[src/rtl/rf_wb_sched.sv]
// Write-back scheduler: round-robin arbitration of ALU/load/muldiv onto the register file write port,
// plus a pending-write scoreboard. Optional statistics counters under `RF_WB_SCHED_STATS_EN.
module rf_wb_sched #(
  parameter int DATA_W = 32,
  parameter int ADDR_W = 5
) (
  input  logic                clk,
  input  logic                rst,
  input  logic [2:0]          req_valid,
  output logic [2:0]          req_ready,
  input  logic [3*ADDR_W-1:0] req_addr,
  input  logic [3*DATA_W-1:0] req_data,
  output logic                rf_wen,
  output logic [ADDR_W-1:0]   rf_waddr,
  output logic [DATA_W-1:0]   rf_wdata,
  input  logic                claim_en,
  input  logic [ADDR_W-1:0]   claim_addr,
  output logic                claim_ok,
  output logic [31:0]         busy
`ifdef RF_WB_SCHED_STATS_EN
  ,
  output logic [15:0]         conflict_cnt,
  output logic [7:0]          r0_drop_cnt
`endif
);

  logic [1:0]        last;
  logic [1:0]        sel;
  logic [1:0]        idx;
  logic              xfer;
  logic [ADDR_W-1:0] sel_addr;
  logic [DATA_W-1:0] sel_data;
  logic              release_hit;
  logic [31:0]       busy_next;

  // Rotating-priority search starting one past the last winner; reset gates every grant.
  always_comb begin
    // NOTE: every variable gets a default before any conditional write so no latch is inferred.
    req_ready = '0;
    sel       = '0;
    idx       = '0;
    xfer      = 1'b0;
    if (rst) begin
      for (int k = 1; k <= 3; k++) begin
        idx = 2'((int'(last) + k) % 3);
        if (!xfer && req_valid[idx]) begin
          req_ready[idx] = 1'b1;
          sel            = idx;
          xfer           = 1'b1;
        end
      end
    end
  end

  assign sel_addr = req_addr[sel*ADDR_W +: ADDR_W];
  assign sel_data = req_data[sel*DATA_W +: DATA_W];

  assign release_hit = rf_wen && (rf_waddr == claim_addr);
  assign claim_ok    = rst && claim_en && (claim_addr != '0) && (!busy[claim_addr] || release_hit);

  // Clear first, then set, so a claim landing on the retiring register keeps its bit.
  always_comb begin
    busy_next = busy;
    if (rf_wen)
      busy_next[rf_waddr] = 1'b0;
    if (claim_ok)
      busy_next[claim_addr] = 1'b1;
    busy_next[0] = 1'b0;
  end

  always_ff @(posedge clk) begin
    // NOTE: sequential state uses non-blocking assignments so all registers update from pre-edge values.
    if (!rst) begin
      last     <= 2'd2;
      rf_wen   <= 1'b0;
      rf_waddr <= '0;
      rf_wdata <= '0;
      busy     <= '0;
    end else begin
      rf_wen <= xfer && (sel_addr != '0);
      if (xfer) begin
        last     <= sel;
        rf_waddr <= sel_addr;
        rf_wdata <= sel_data;
      end
      busy <= busy_next;
    end
  end

`ifdef RF_WB_SCHED_STATS_EN
  logic multi_valid;

  assign multi_valid = (req_valid[0] & req_valid[1]) | (req_valid[0] & req_valid[2]) |
                       (req_valid[1] & req_valid[2]);

  always_ff @(posedge clk) begin
    if (!rst) begin
      conflict_cnt <= '0;
      r0_drop_cnt  <= '0;
    end else begin
      if (multi_valid && (conflict_cnt != '1))
        conflict_cnt <= conflict_cnt + 16'd1;
      if (xfer && (sel_addr == '0) && (r0_drop_cnt != '1))
        r0_drop_cnt <= r0_drop_cnt + 8'd1;
    end
  end
`endif

endmodule

[config.mk]
export PLATFORM = sky130hd
export DESIGN_NAME = rf_wb_sched
export DESIGN_NICKNAME = d
export VERILOG_FILES = /design/src/rtl/rf_wb_sched.sv
export SDC_FILE = /design/constraint.sdc
export NUM_CORES = 1
export LEC_CHECK = 0
export BUFFER_PORTS_ARGS = -buffer_cell sky130_fd_sc_hd__buf_2
export CAP_MARGIN = 30
export CORE_ASPECT_RATIO = 0.6
export CORE_MARGIN = 2
export CORE_UTILIZATION = 43
export CTS_CLUSTER_SIZE = 8
export DETAILED_ROUTE_END_ITERATION = 10
export PLACE_DENSITY_LB_ADDON = 0.1
export REMOVE_ABC_BUFFERS = 1
export SLEW_MARGIN = 20
export SYNTH_ARGS = -nofsm -noshare
export SYNTH_HDL_FRONTEND = slang
export SYNTH_SLANG_ARGS = --single-unit
[constraint.sdc]
create_clock -name clk -period 2.4 [get_ports clk]
set_input_delay 0.24 -clock clk [delete_from_list [all_inputs] [get_ports clk]]
set_output_delay 0.24 -clock clk [all_outputs]
set_load 0.02 [all_outputs]
# Word-level counts from Yosys, hierarchy flattened

Cells that the tools add are included.

Bits in registers: 72

$lt $le $gt $ge: 10
Div/mod/pow operators: 3
Multiplexer cells: 36
Multipliers: 1
Equality and inequality tests: 1
Bitwise logic cells: 5
$add $sub $neg: 3
Reduce and logical (&&, ||, !) cells: 18
Shift operators: 2

Operators by type and width:

| operator                                                                             | count |
|---|---|
| 32-bit by 3-bit remainder unit with 32-bit output (second input constant)            | 3 |
| 96-bit by 8-bit variable part select with 32-bit output                              | 1 |
| 32-bit two-way mux                                                                   | 2 |
| 32-bit AND                                                                           | 1 |
| 32-bit inverter                                                                      | 1 |
| 32-bit bitwise OR                                                                    | 1 |
| 3-bit two-way mux                                                                    | 6 |
| 1-bit two-way mux                                                                    | 15 |
| 15-bit by 6-bit variable part select with 5-bit output                               | 1 |
| 1-bit logical AND                                                                    | 12 |
| 5-bit by 6-bit < comparator with 1-bit output (second input constant)                | 2 |
| 1-bit demux with 5-bit select                                                        | 2 |
| 5-bit by 1-bit greater-or-equal comparator with 1-bit output (second input constant) | 2 |
| 5-bit nonzero test                                                                   | 2 |
| 2-bit by 3-bit < comparator with 1-bit output (second input constant)                | 3 |
| 2-bit two-way mux                                                                    | 4 |
| 2-bit by 2-bit adder with 3-bit output (second input constant)                       | 2 |
| 1-bit binary-select mux with 2-bit select                                            | 3 |
| 1-bit demux with 2-bit select                                                        | 3 |
| 2-bit by 1-bit greater-or-equal comparator with 1-bit output (second input constant) | 3 |
| 3-bit bitwise OR                                                                     | 2 |
| 1-bit binary-select mux with 5-bit select                                            | 1 |
| 5-bit equality test                                                                  | 1 |
| 2-bit by 3-bit multiplier with 5-bit output (second input constant)                  | 1 |
| 3 further kinds                                                                      | 5 |

# Depth between registers and ports, before layout

Depth in word-level cells: 18
Depth in mapped cells: 11

# Least setup slack after synthesis

OpenSTA, ideal clock, no wires.

Path kind: reg2reg
From: register last[0]
To: register rf_wdata[10]
Setup time: 114 ps
Arrival time: 2,242 ps
Path buffers: 3
Required time: 2,286 ps
Slack: 44 ps
Stages on the path, launching flop included: 11
Path through: dfxtp_1 inv_1 ha_1 buf_2 or3_1 and4_1 nand2_1 buf_2 clkbuf_1 a21oi_1 a21o_1

Longest elaborated chain between the ends: 15

Ends and longest elaborated chain:

| item                                                    | RTL line | RTL |
|---|---|---|
| from (decl)                                             | 27       | `logic [1:0] last;` |
| from (signal assigned)                                  | 82       | `last <= sel;` |
| 2-bit by 1-bit adder with 3-bit output                  | 45       | `idx = 2'((int'(last) + k) % 3);` |
| 32-bit by 3-bit remainder unit with 32-bit output       | 45       |  |
| 1-bit binary-select mux with 2-bit select               | 46       | `if (!xfer && req_valid[idx]) begin` |
| 1-bit two-way mux (not written as such)                 | 46       |  |
| 1-bit two-way mux                                       | 46       |  |
| 1-bit two-way mux                                       | 43       | `if (rst) begin` |
| 1-bit logical NOT                                       | 46       |  |
| 1-bit logical AND                                       | 46       |  |
| 1-bit two-way mux                                       | 46       |  |
| 1-bit two-way mux                                       | 43       |  |
| 1-bit logical NOT                                       | 46       |  |
| 1-bit logical AND                                       | 46       |  |
| 2-bit two-way mux                                       | 46       |  |
| 2-bit two-way mux                                       | 43       |  |
| 96-bit by 8-bit variable part select with 32-bit output | 56       | `assign sel_data = req_data[sel*DATA_W +: DATA_W];` |
| to (signal assigned)                                    | 84       | `rf_wdata <= sel_data;` |
| to (decl)                                               | 15       | `output logic [DATA_W-1:0] rf_wdata,` |

Parallel ways exist; a longest one is shown, timed or not. The select of a mux whose other input is x is not followed.
A chain may end at the register's enable or synchronous reset.

# Final worst setup path

From: register last[0]
To: output req_ready[1]

Longest elaborated chain between the ends: 14

Ends and longest elaborated chain:

| item                                                                                              | RTL line | RTL |
|---|---|---|
| 2-bit by 1-bit adder with 3-bit output                                                            | 45       |  |
| 32-bit by 3-bit remainder unit with 32-bit output                                                 | 45       |  |
| 2-bit by 3-bit < comparator with 1-bit output (not written as such), or another cell as far along | 47       | `req_ready[idx] = 1'b1;` |
| 1-bit logical AND (not written as such) / 1-bit two-way mux (equally long branches)               | 47, 46   |  |
| 1-bit two-way mux, on equally long branches                                                       | 47, 46   |  |
| 1-bit demux with 2-bit select / 1-bit two-way mux (equally long branches)                         | 47, 43   |  |
| 3-bit two-way mux / 1-bit logical NOT (equally long branches)                                     | 46       |  |
| 3-bit two-way mux / 1-bit logical AND (equally long branches)                                     | 43, 46   |  |
| 3-bit bitwise OR (no line) / 1-bit two-way mux (equally long branches)                            | --       |  |
| 3-bit two-way mux / 1-bit two-way mux (equally long branches)                                     | 46, 43   |  |
| 3-bit two-way mux / 1-bit logical NOT (equally long branches)                                     | 43, 46   |  |
| 3-bit bitwise OR (no line) / 1-bit logical AND (equally long branches)                            | --       |  |
| 3-bit two-way mux *                                                                               | 46       |  |
| 3-bit two-way mux *                                                                               | 43       |  |
| to (decl)                                                                                         | 10       | `output logic [2:0] req_ready,` |

Mark *: on every way between the ends. The rest lies on a longest branch, timed or not. The select of a mux whose other input is x is not followed.

==> results.sh <==
export IMPL_status="finished clean"
export IMPL_worstMarginPinSlew_ns=0.522
export IMPL_leakage_nw=3.00
export IMPL_cp_max_fo=5
export IMPL_place_inst=778
export IMPL_cp_data_required_time_ns=2.16
export IMPL_design_portCount=196
export IMPL_fill_cells=852
export IMPL_synth_area_mux_share_pct=12.7
export IMPL_ys_flop_type="dfxtp_1"
export IMPL_rows=27
export IMPL_final_antenna_net_count=0
export IMPL_first_iter_violations=357
export IMPL_nets=790
export IMPL_routed_wl_um=14100
export IMPL_wl_met3_um=1200
export IMPL_synth_warnings=0
export IMPL_dpl_hpwl_um=10300
export IMPL_gp_congestion=0.903
export IMPL_track_usage_pct=26.5
export IMPL_end_kind="output pin"
export IMPL_grt_max_degree=35
export IMPL_worstSetupPathType="reg -> out"
export IMPL_fin_crit_sh_pct=99.1
export IMPL_rsz0062_at_grt="true"
export IMPL_cts_tree="built"
export IMPL_p_per_area_nw_per_um2=962
export IMPL_die_h_um=80.5
export IMPL_grt_pass1_wl_um=22300
export IMPL_grt_pass1_vias=4400
export IMPL_start_kind="flop"
export IMPL_maxSlewViolCount=0
export IMPL_yosys_area_share_simple_pct=11.3
export IMPL_cts_buffer_depth=2
export IMPL_clock_skew_ns=0.00632
export IMPL_finish_utilization_pct=62.3
export IMPL_routed_via_count=4606
export IMPL_path_clk_slew_ns=0.06
export IMPL_cts_root_buf="clkbuf_16"
export IMPL_final_layout_size_suffix_gt1_share_pct=40.5
export IMPL_arrival_ns=2.14
export IMPL_synth_xor_area_share_pct=1.25
export IMPL_dieArea_um2=10600
export IMPL_fin_cells=799
export IMPL_synth_edf_count=0
export IMPL_synth_seq_cells=71
export IMPL_maxCapViolCount=0
export IMPL_dr_wl_met2_um=6280
export IMPL_ir_drop_mv=0.467
export IMPL_cts_num_sinks=71
export IMPL_portBuffers=194
export IMPL_clk_latency_ns=0.33
export IMPL_drt_first_pass_iters=5
export IMPL_design_area_um2=5800
export IMPL_hold_viol=0
export IMPL_netlist_area_um2=4190
export IMPL_placed_cell_area_um2=5360
export IMPL_period_needed_ns=2.38
export IMPL_synth_adder_area_share_pct=1.43
export IMPL_start_util_pct=45.0
export IMPL_post_route_drc_count=0
export IMPL_synth_cells=472
export IMPL_highest_layer="met4"
export IMPL_synth_compound_area_share_pct=32.6
export IMPL_regToRegSetupSlack_ns=0.06
export IMPL_htreeDepth=3
export IMPL_antenna_cells=0
export IMPL_numCtsBuffers=9
export IMPL_vias_per_cell=5.76
export IMPL_synth_top_family_by_area="compound AO/OA/AOI/OAI gates"
export IMPL_avgSynthCellArea_um2=8.88
export IMPL_core_um2=9320
export IMPL_antenna_found_initial=0
export IMPL_wl_per_cell_um=17.6
export IMPL_relSlewSlack_pct=65.1
export IMPL_hold_class="in -> reg"
export IMPL_whs_ns=0.240
export IMPL_grt_overflow=0
export IMPL_die_w_um=131
export IMPL_fin_tns_setup_ns=0
export IMPL_synthArstFlopShare_pct=0
export IMPL_setup_viol=0
export IMPL_fmax_mhz=420
export IMPL_ys_seq_area_share_pct=33.9
export IMPL_areaGrowthSynthToFinish_pct=38.4
export IMPL_wl_met1_um=6430
export IMPL_synth_cell_types=55
==> state kept, by name, indices dropped and copies added, names as in the netlist <==
register,cells
rf_wdata,32
busy,31
rf_waddr,5
last,2
rf_wen,1
==> cells in the mapped netlist (all sizes together), types with 4 or more instances <==
| library cell | n | area, um^2 |
|---|---|---|
| dfxtp | 71 | 1420 |
| a21oi | 39 | 195 |
| nand2b | 4 | 25.0 |
| nor2b | 7 | 43.8 |
| a221oi | 4 | 35.0 |
| xor2 | 5 | 43.8 |
| nand3b | 10 | 75.1 |
| o31ai | 32 | 245 |
| o22ai | 4 | 25.0 |
| and2 | 4 | 25.0 |
| mux4 | 7 | 169 |
| o211ai | 35 | 263 |
| or3b | 5 | 43.8 |
| nand3 | 8 | 40.0 |
| nand2 | 16 | 60.1 |
| clkbuf | 28 | 106 |
| nor3 | 4 | 20.0 |
| a21o | 37 | 278 |
| inv | 11 | 41.3 |
| nor2 | 11 | 41.3 |
| o21ai | 41 | 209 |
| buf | 18 | 134 |
| ha | 4 | 50.1 |
| mux2i | 35 | 350 |
==> metrics by stage <==
step	setup slack (ns)	total power [mW]
finish	0.0204	5.59
global route	-0.0665	5.90
CTS	0.0104	5.49
detailed placement	-0.0637	3.99
global placement	0.0262	3.93
floorplan	-2.15	3.09
==> what timing repair did <==
| item | 4_1_cts | 5_1_grt |
|---|---|---|
| hold endpoints to repair | 0 | 0 |
| gates cloned | 0 | 0 |
| hold buffers | 0 | 0 |
| pin swaps | 2 | 8 |
| setup buffers | 3 | 2 |
| endpoints found under the setup margin | 17 | 40 |
| gates resized for setup | 16 | 12 |
==> placed cells by master (no fill, tap or decap), types with 3 or more instances in the layout <==
master and count:
buf_2 193, dfxtp_1 69, a21oi_1 39, o21ai_0 39
a21o_1 37, o211ai_1 35, mux2i_1 35, o31ai_1 31
buf_4 25, nand2_1 15, nand3b_1 10, nor2_1 10
inv_1 9, clkbuf_16 9, nand3_1 8, nor2b_1 6
or3b_2 5, xor2_1 5, buf_12 5, mux4_2 4
o22ai_1 4, nor3_1 4, a221oi_2 4, buf_6 4
mux4_1 3, or3_1 3, nand2b_1 3, nand4_1 3
and2_1 3, clkbuf_1 3
==> cell families after synthesis <==
family | after synthesis
flops | 71
other cells | 1
mux | 43
fa+ha+maj | 5
simple gates | 83
xor+xnor | 6
compound gates | 205
buf+inv | 58
==> layer usage <==
layer | track usage (%) | vias to the layer above
met1 | 35.7 | 2198
met4 | 7.28 | 0
li1 | - | 2175
met2 | 42.4 | 217
met5 | 0 | -
met3 | 6.63 | 16
==> worst paths after layout <==
| check | startpoint | depth (start not counted) | endpoint |
|---|---|---|---|
| max | last[0]$_SDFFE_PN0P_ | 10 | req_ready[1] |
| min | req_addr[2] | 3 | rf_waddr[2]$_SDFFE_PN0P_ |
| max reg2reg | last[0]$_SDFFE_PN0P_ | 11 | rf_wdata[10]$_SDFFE_PN0P_ |
| min reg2reg | rf_wdata[13]$_SDFFE_PN0P_ | 1 | rf_wdata[13]$_SDFFE_PN0P_ |
==> final cells by class <==
| class | count | area, um^2 | share of cell area (%) |
|---|---|---|---|
| clock buffers | 12 | 236 | 4.07 |
| clock inverters | 4 | 70.1 | 1.21 |
| inverters | 12 | 45.0 | 0.776 |
| multi-input cells | 343 | 2560 | 44.2 |
| flip-flops and latches | 71 | 1430 | 24.6 |
| well taps | 130 | 163 | 2.80 |
| repair buffers | 227 | 1300 | 22.4 |
==> worst max-delay path: stages, from the launching register on <==
cell and delay [ns]:
dfxtp_2 0.32, buf_6 0.12, ha_4 0.16, buf_6 0.13, nand2_4 0.06, nor3_1 0.05, a31o_2 0.22, a32o_2 0.25
a221oi_2 0.26, nor2b_1 0.08, buf_4 0.16
==> where the power goes <==
group          switching, mW  leakage (nW)  internal [mW]  total (mW)
sequential             0.174         0.583           1.42        1.59
combinational           1.46          2.26           1.13        2.59
clock                  0.495         0.151          0.907        1.40
Note: power is estimated with default switching activity, not from simulation.
